[config.mk]
export PLATFORM = sky130hd
export DESIGN_NAME = id_ex_stage
export DESIGN_NICKNAME = d
export VERILOG_FILES = /design/src/rtl/core_pkg.sv /design/src/rtl/id_ex_stage_fwd_select.sv /design/src/rtl/id_ex_stage.sv
export SDC_FILE = /design/constraint.sdc
export NUM_CORES = 1
export LEC_CHECK = 0
export BUFFER_PORTS_ARGS = -buffer_cell sky130_fd_sc_hd__buf_2
export CORE_ASPECT_RATIO = 0.8
export CORE_UTILIZATION = 35
export DETAILED_ROUTE_END_ITERATION = 10
export PLACE_DENSITY = 0.58
export SYNTH_ARGS = -nofsm -noshare
export SYNTH_HDL_FRONTEND = slang
export SYNTH_HIERARCHICAL = 1
export SYNTH_SLANG_ARGS = --single-unit
[constraint.sdc]
create_clock -name clk -period 6.6 [get_ports clk]
set_clock_uncertainty 0.1 [all_clocks]
set_input_delay 0.99 -clock clk [delete_from_list [all_inputs] [get_ports clk]]
set_output_delay 0.99 -clock clk [all_outputs]
set_load 0.05 [all_outputs]
[src/rtl/core_pkg.sv]
// core_pkg: shared RV32I widths and ALU function encodings.
package core_pkg;
  localparam int XLEN = 32;
  localparam int REG_W = 5;
  localparam logic [2:0] F3_ADD = 3'b000;
  localparam logic [2:0] F3_SLT = 3'b010;
  localparam logic [2:0] F3_SLTU = 3'b011;
  localparam logic [2:0] F3_XOR = 3'b100;
  localparam logic [2:0] F3_SR = 3'b101;
  localparam logic [2:0] F3_OR = 3'b110;
  localparam logic [2:0] F3_AND = 3'b111;
  localparam logic [6:0] F7_ALT = 7'b0100000;
endpackage

[src/rtl/id_ex_stage_fwd_select.sv]
// fwd_select: per-operand forwarding mux, EX over MEM over stored value, x0 never forwarded.
module fwd_select
  import core_pkg::*;
#(
  parameter int W = XLEN,
  parameter int AW = REG_W
) (
  input  logic [AW-1:0] addr,
  input  logic [W-1:0]  stored,
  input  logic          ex_valid,
  input  logic [AW-1:0] ex_rd,
  input  logic [W-1:0]  ex_data,
  input  logic          mem_valid,
  input  logic [AW-1:0] mem_rd,
  input  logic [W-1:0]  mem_data,
  output logic [W-1:0]  result
);
  logic nz;
  always_comb begin
    nz = addr != '0;
    result = (nz && ex_valid && ex_rd == addr) ? ex_data :
             (nz && mem_valid && mem_rd == addr) ? mem_data : stored;
  end
endmodule

[src/rtl/id_ex_stage.sv]
// id_ex_stage: decode-to-ALU stage with a two-entry skid buffer and forwarding snoop on held operands.
module id_ex_stage
  import core_pkg::*;
#(
  parameter int XLEN = core_pkg::XLEN,
  parameter int REG_W = core_pkg::REG_W
) (
  input  logic             clk,
  input  logic             rst,
  input  logic             flush,
  input  logic             in_valid,
  output logic             in_ready,
  input  logic [XLEN-1:0]  in_pc,
  input  logic [REG_W-1:0] in_rs1_addr,
  input  logic [REG_W-1:0] in_rs2_addr,
  input  logic [REG_W-1:0] in_rd_addr,
  input  logic [XLEN-1:0]  in_rs1_data,
  input  logic [XLEN-1:0]  in_rs2_data,
  input  logic [XLEN-1:0]  in_imm,
  input  logic             in_use_imm,
  input  logic [2:0]       in_funct3,
  input  logic [6:0]       in_funct7,
  input  logic             in_reg_write,
  input  logic             fwd_ex_valid,
  input  logic [REG_W-1:0] fwd_ex_rd,
  input  logic [XLEN-1:0]  fwd_ex_data,
  input  logic             fwd_mem_valid,
  input  logic [REG_W-1:0] fwd_mem_rd,
  input  logic [XLEN-1:0]  fwd_mem_data,
  output logic             out_valid,
  input  logic             out_ready,
  output logic [XLEN-1:0]  out_pc,
  output logic [REG_W-1:0] out_rd_addr,
  output logic             out_reg_write,
  output logic [2:0]       out_funct3,
  output logic [6:0]       out_funct7,
  output logic [XLEN-1:0]  out_A,
  output logic [XLEN-1:0]  out_B
);
  localparam logic [1:0] EMPTY = 2'd0;
  localparam logic [1:0] ONE = 2'd1;
  localparam logic [1:0] TWO = 2'd2;
  typedef struct packed {
    logic [XLEN-1:0]  pc;
    logic [REG_W-1:0] rs1;
    logic [REG_W-1:0] rs2;
    logic [REG_W-1:0] rd;
    logic [XLEN-1:0]  a;
    logic [XLEN-1:0]  b;
    logic [XLEN-1:0]  imm;
    logic             use_imm;
    logic [2:0]       f3;
    logic [6:0]       f7;
    logic             rw;
  } entry_t;
  logic [1:0] state_q, state_d;
  entry_t main_q, main_d, skid_q, skid_d;
  entry_t in_e, main_src, skid_src, main_f, skid_f;
  logic [XLEN-1:0] main_a, main_b, skid_a, skid_b;
  logic accept, hs, cap_main, cap_skid;
  // Capture shares the snoop mux of whichever entry the new instruction lands in.
  fwd_select #(.W(XLEN), .AW(REG_W)) u_main_a (.addr(main_src.rs1), .stored(main_src.a),
    .ex_valid(fwd_ex_valid), .ex_rd(fwd_ex_rd), .ex_data(fwd_ex_data),
    .mem_valid(fwd_mem_valid), .mem_rd(fwd_mem_rd), .mem_data(fwd_mem_data), .result(main_a));
  fwd_select #(.W(XLEN), .AW(REG_W)) u_main_b (.addr(main_src.rs2), .stored(main_src.b),
    .ex_valid(fwd_ex_valid), .ex_rd(fwd_ex_rd), .ex_data(fwd_ex_data),
    .mem_valid(fwd_mem_valid), .mem_rd(fwd_mem_rd), .mem_data(fwd_mem_data), .result(main_b));
  fwd_select #(.W(XLEN), .AW(REG_W)) u_skid_a (.addr(skid_src.rs1), .stored(skid_src.a),
    .ex_valid(fwd_ex_valid), .ex_rd(fwd_ex_rd), .ex_data(fwd_ex_data),
    .mem_valid(fwd_mem_valid), .mem_rd(fwd_mem_rd), .mem_data(fwd_mem_data), .result(skid_a));
  fwd_select #(.W(XLEN), .AW(REG_W)) u_skid_b (.addr(skid_src.rs2), .stored(skid_src.b),
    .ex_valid(fwd_ex_valid), .ex_rd(fwd_ex_rd), .ex_data(fwd_ex_data),
    .mem_valid(fwd_mem_valid), .mem_rd(fwd_mem_rd), .mem_data(fwd_mem_data), .result(skid_b));
  always_comb begin
    in_ready = state_q != TWO;
    out_valid = state_q != EMPTY;
    accept = in_valid && in_ready && !flush;
    hs = out_valid && out_ready;
    cap_main = accept && (state_q == EMPTY || hs);
    cap_skid = accept && state_q == ONE && !hs;
    in_e = '{pc: in_pc, rs1: in_rs1_addr, rs2: in_rs2_addr, rd: in_rd_addr, a: in_rs1_data,
             b: in_rs2_data, imm: in_imm, use_imm: in_use_imm, f3: in_funct3, f7: in_funct7,
             rw: in_reg_write};
    main_src = cap_main ? in_e : main_q;
    skid_src = cap_skid ? in_e : skid_q;
    main_f = main_src;
    main_f.a = main_a;
    main_f.b = main_b;
    skid_f = skid_src;
    skid_f.a = skid_a;
    skid_f.b = skid_b;
    main_d = (state_q == TWO && hs) ? skid_f : main_f;
    skid_d = skid_f;
    state_d = flush ? EMPTY :
              state_q == EMPTY ? (accept ? ONE : EMPTY) :
              state_q == ONE ? ((accept && !hs) ? TWO : (!accept && hs) ? EMPTY : ONE) :
              (hs ? ONE : TWO);
  end
  always_ff @(posedge clk) begin
    if (rst) begin
      state_q <= EMPTY;
      main_q <= '0;
      skid_q <= '0;
    end else begin
      state_q <= state_d;
      main_q <= main_d;
      skid_q <= skid_d;
    end
  end
  // Only shifts keep funct7 on I-type; ADDI's immediate bits must not look like SUB.
  always_comb begin
    out_pc = main_q.pc;
    out_rd_addr = main_q.rd;
    out_reg_write = main_q.rw;
    out_funct3 = main_q.f3;
    out_funct7 = (main_q.use_imm && main_q.f3 != F3_SR) ? 7'b0 : main_q.f7;
    out_A = main_q.a;
    out_B = main_q.use_imm ? main_q.imm : main_q.b;
  end
endmodule

Word level (Yosys, flattened, before mapping)
Index checks and enable logic that the tools add are counted.
{ "classes": {"n_eq_ne": 12, "mux": 19, "n_reduce_logical": 40} }
{ "ops": {"columns": ["op", "n"], "rows": [
  ["$mux 155", 3],
  ["$mux 32", 9],
  ["$eq 5x5->1", 8],
  ["$logic_and 1x1->1", 26],
  ["$reduce_bool 5->1", 4],
  ["$mux 2", 4],
  ["$reduce_bool 4->1", 2],
  ["$mux 7", 1],
  ["$reduce_bool 2->1", 2],
  ["$logic_not 1->1", 3],
  ["$ne 3x3->1 const B", 1],
  ["$eq 2x1->1 const B", 1],
  ["$eq 2x2->1 const B", 1],
  ["$logic_not 2->1", 1],
  ["$mux 1", 2],
  ["$ne 2x2->1 const B", 1],
  ["$reduce_or 2->1", 1],
  ["$logic_or 1x1->1", 1]
]} }
{ "word_totals": {"register_bits": 312, "output_inout_bits": 114, "elab_cells": 94} }

Depth between registers and ports, before layout
{ "logic_depth": {"ltp_word": 12, "depth_mapped": 14} }

Cells and area by module
Netlist, hierarchy kept.
{ "modules_own_cells": {"columns": ["mod", "n_inst", "cells_each", "area_per_inst_um2", "seq_area_each_um2"], "rows": [
  ["id_ex_stage", 1, 1782, 13445.4, 6246.0],
  ["fwd_select", 4, 169, 948.4, 0.0]
]} }

Worst setup path after synthesis
Ideal clock, no wire load.
{ "synth_timing": {"kind": "input-to-reg", "start": "input port flush", "end": "register skid_q[76] in the netlist's numbering", "setup_time_ps": 128, "t_arrival_ps": 3339, "t_required_ps": 6372, "path_slack_ps": 3033, "path_stages": 11, "n_path_buf": 3, "cell_sequence": "nand2b_4 or3_1 buf_6 mux2_4 or4_4 o211ai_2 or2_1 buf_2 buf_4 a31oi_1 nor2b_1"} }
{ "synth_lines": {"columns": ["element", "line", "source"], "rows": [
  ["start: declaration", "id_ex_stage.sv:10", "input logic flush,"],
  ["end signal: assignment", "id_ex_stage.sv:107", "skid_q <= skid_d;"],
  ["end: declaration", "id_ex_stage.sv:57", "entry_t main_q, main_d, skid_q, skid_d;"]
]} }

==> flow_summary.toml <==
[outcome]
status = "finished clean"

[worst_hold_path]
hold_path_class = "flop to flop"
min-delay-start = "skid_q[37]"

[final_layout]
fill_cells = 5111
drive_gt1_frac = 0.195
final_cell_mix = "nand2_1, buf_2, dfxtp_1"
final_common_cell = "nand2_1"
syn2layout_area_growth_pct = 15.0
instances_no_fill = 3242
layout.nets = 2825

[grt]
grt_pass1_vias = 17859
grt_pass1_wl_microns = 107000
antenna_found_initial = 11
overflow = 0
track_usage = 0.271
grt_max_degree = 181

[die]
ios = 350
start_util = 0.356
die_w_microns = 250
die-area_sq_mm = 0.0502
fp.dieH_microns = 201
num_rows = 72
core_sq_mm = 0.0485

[clock_tree]
cts_buffer_depth = 3
clkSlewWorstSetupHoldPaths_ns = 0.06
cts_root_buf = "clkbuf_16"
cts_resized = 0
cts_tree = "built"
cts_buffers = 38
cts_setup_buffers = 0
cts_hold_buf = 0
cts_num_sinks = 312
cts.htree.levels = 2
clock_latency_ns = 0.56

[route]
drc = 0
routed_wl_microns = 71200
drtIter0Drc = 2302
drt_pass1_iterations = 7
vias = 18854
viasPerCell = 5.82
wl_per_cell_microns = 22.0
ant_nets = 0

[synthesis]
synth_area_leaders = "dfxtp_1, nand2_1, a21oi_1, nand3_1, a31oi_1"
synth_edf_count = 0
syn_avg_cell_area_sq_um = 7.01
synth_cell_type_count = 36
async_flop_share = 0
yosys.area.top_type = "dfxtp_1"
synth_top_area_frac = 0.362
synth_ff_type = "dfxtp_1"
netlist_area_sq_mm = 0.0172
synth_seq_area_share = 0.362
synth_warnings = 6
syn_inst = 2458
synth_nets = 2695
ys_seq_elements = 312

[setup_path]
cp_cell_sequence = "buf_2, nand2b_4, or3_4, mux2_4, xnor2_1, nand4_1, buf_4, o21ai_0, a31oi_1, nand2_1, a21oi_1"
worstSetupStartpointType = "input port"
crit_buf_inv = 2
cp-end-kind = "flop"
worstPathRequired_ns = 6.89
arrival_ns = 4.82
worstSetupStartpoint = "flush"
crit_fanout = 47
critical-path-max-stage-delay_ns = 1.08
ff2ff_setup_slack_ns = 2.15
critPathSlowestCell = "nand4_1"
critical-path-top-delay-family = "simple AND/OR/NAND/NOR gates"
worstReg2RegStart = "state_q[1]"
critPathKind = "input port to flop"

[power]
combPwrFrac = 0.163
clkPwrFrac = 0.427
power.switching_uw = 1470
switching_share = 0.305
vdd_drop_max_uv = 140
p_seq_frac = 0.411
p_leak_uw = 0.00777
internal_power_uw = 3360
p_per_area_mw_per_mm2 = 243

[timing]
setup_viol = 0
fin_ws_ns = 2.07
slew_viol_final = 0
grt_setup_unrepaired = "false"
finalCritPeriodShare = 0.687
min_period_ns = 4.53
finalHoldViolations = 0
clock.fmax_mhz = 221
worst_pin_slew_ns = 1.36
maxSlewHeadroom = 0.0892
fin_tns_setup_ns = 0

[place]
dp_cells = 3177
place_ws_ns = 1.67
port_buffers = 349
place.gp.congestion = 0.876
dp_hpwl_microns = 43700

[flow_run]
drv_cap = 0
## tightest hold or removal path: cells and delay by family (launching register included)
kind	cells	cell delay, ns
DFF	1	0.30
AOI/OAI and AO/OA	1	0.05
and+or+nand+nor	1	0.05
## sequential cells by signal (all words and copies together) (netlist names)
register       flops
main_q            82
out_A             32
out_funct3         3
out_pc            32
out_rd_addr        5
out_reg_write      1
skid_q           155
state_q            2
## layout make-up
cell class / count / area (sq um) / area share
Timing Repair Buffer: 393 / 2100 / 0.106
Clock inverter: 8 / 86.3 / 0.00435
Multi-Input combinational cell: 1841 / 9500 / 0.479
Inverter: 2 / 7.51 / 0.000379
Tap cell: 629 / 787 / 0.0397
Clock buffer: 56 / 1100 / 0.0554
Antenna cell: 1 / 2.50 / 0.000126
Sequential cell: 312 / 6250 / 0.315
## power by group through the flow
stage                     Combinational (uW)  Sequential [uW]  Clock, uW
after detailed placement                 766             2020          0
after global placement                   759             2020          0
final                                    784             1980       2060
after global routing                     829             1990       2180
after floorplan                          514             2000          0
after CTS                                769             1980       2100
## metrics by stage
step | hold WS [ns] | cell area, sq um | power [uW] | utilization
floorplan | 0.336 | 17200 | 2520 | -
global placement | 0.342 | 18600 | 2780 | 0.385
detailed placement | 0.346 | 18600 | 2790 | 0.385
CTS | 0.354 | 19800 | 4850 | 0.409
global route | 0.362 | 19800 | 5000 | 0.409
finish | 0.352 | 19800 | 4830 | 0.409
## per-layer routing
metal	global-route usage	vias to the layer above	part of all wire
met1	0.371	8954	0.43
li1	-	8663	-
met4	0.100	14	0.030
met2	0.416	1044	0.44
met3	0.0590	179	0.097
met5	0	-	0.0013
## cell families after synthesis
kind of cell	count (synthesis)	synth area share
adder cells (fa/ha/maj)	1	0.000726
XOR/XNOR	40	0.0203
AND/OR/NAND/NOR	1166	0.296
AO/OA/AOI/OAI	592	0.200
buffers and inverters	305	0.0914
multiplexers	42	0.0290
flip-flops	312	0.362
## final timing paths
path	to	cells past startpoint
worst max-delay path	main_q[45]	11
worst min-delay path	skid_q[37]	2
worst max register to register	main_q[45]	10
worst min register to register	skid_q[37]	2
## synthesized netlist by cell type (4+ instances only)
cell / count
a21oi_1: 229
a22oi_1: 81
a311oi_1: 10
a31oi_1: 129
and2_1: 7
and4_1: 4
buf_1: 11
buf_2: 65
buf_4: 85
clkbuf_1: 128
clkbuf_2: 12
dfxtp_1: 312
mux2_2: 35
mux2_4: 7
nand2_1: 708
nand3_1: 210
nand4_1: 8
nor2_1: 12
nor2b_1: 74
nor3_1: 130
o211a_1: 4
o211ai_2: 8
o21ai_0: 109
o21ai_1: 20
or2_1: 5
or4_4: 4
xnor2_1: 40
No activity file was read; power rests on OpenSTA's default activity.
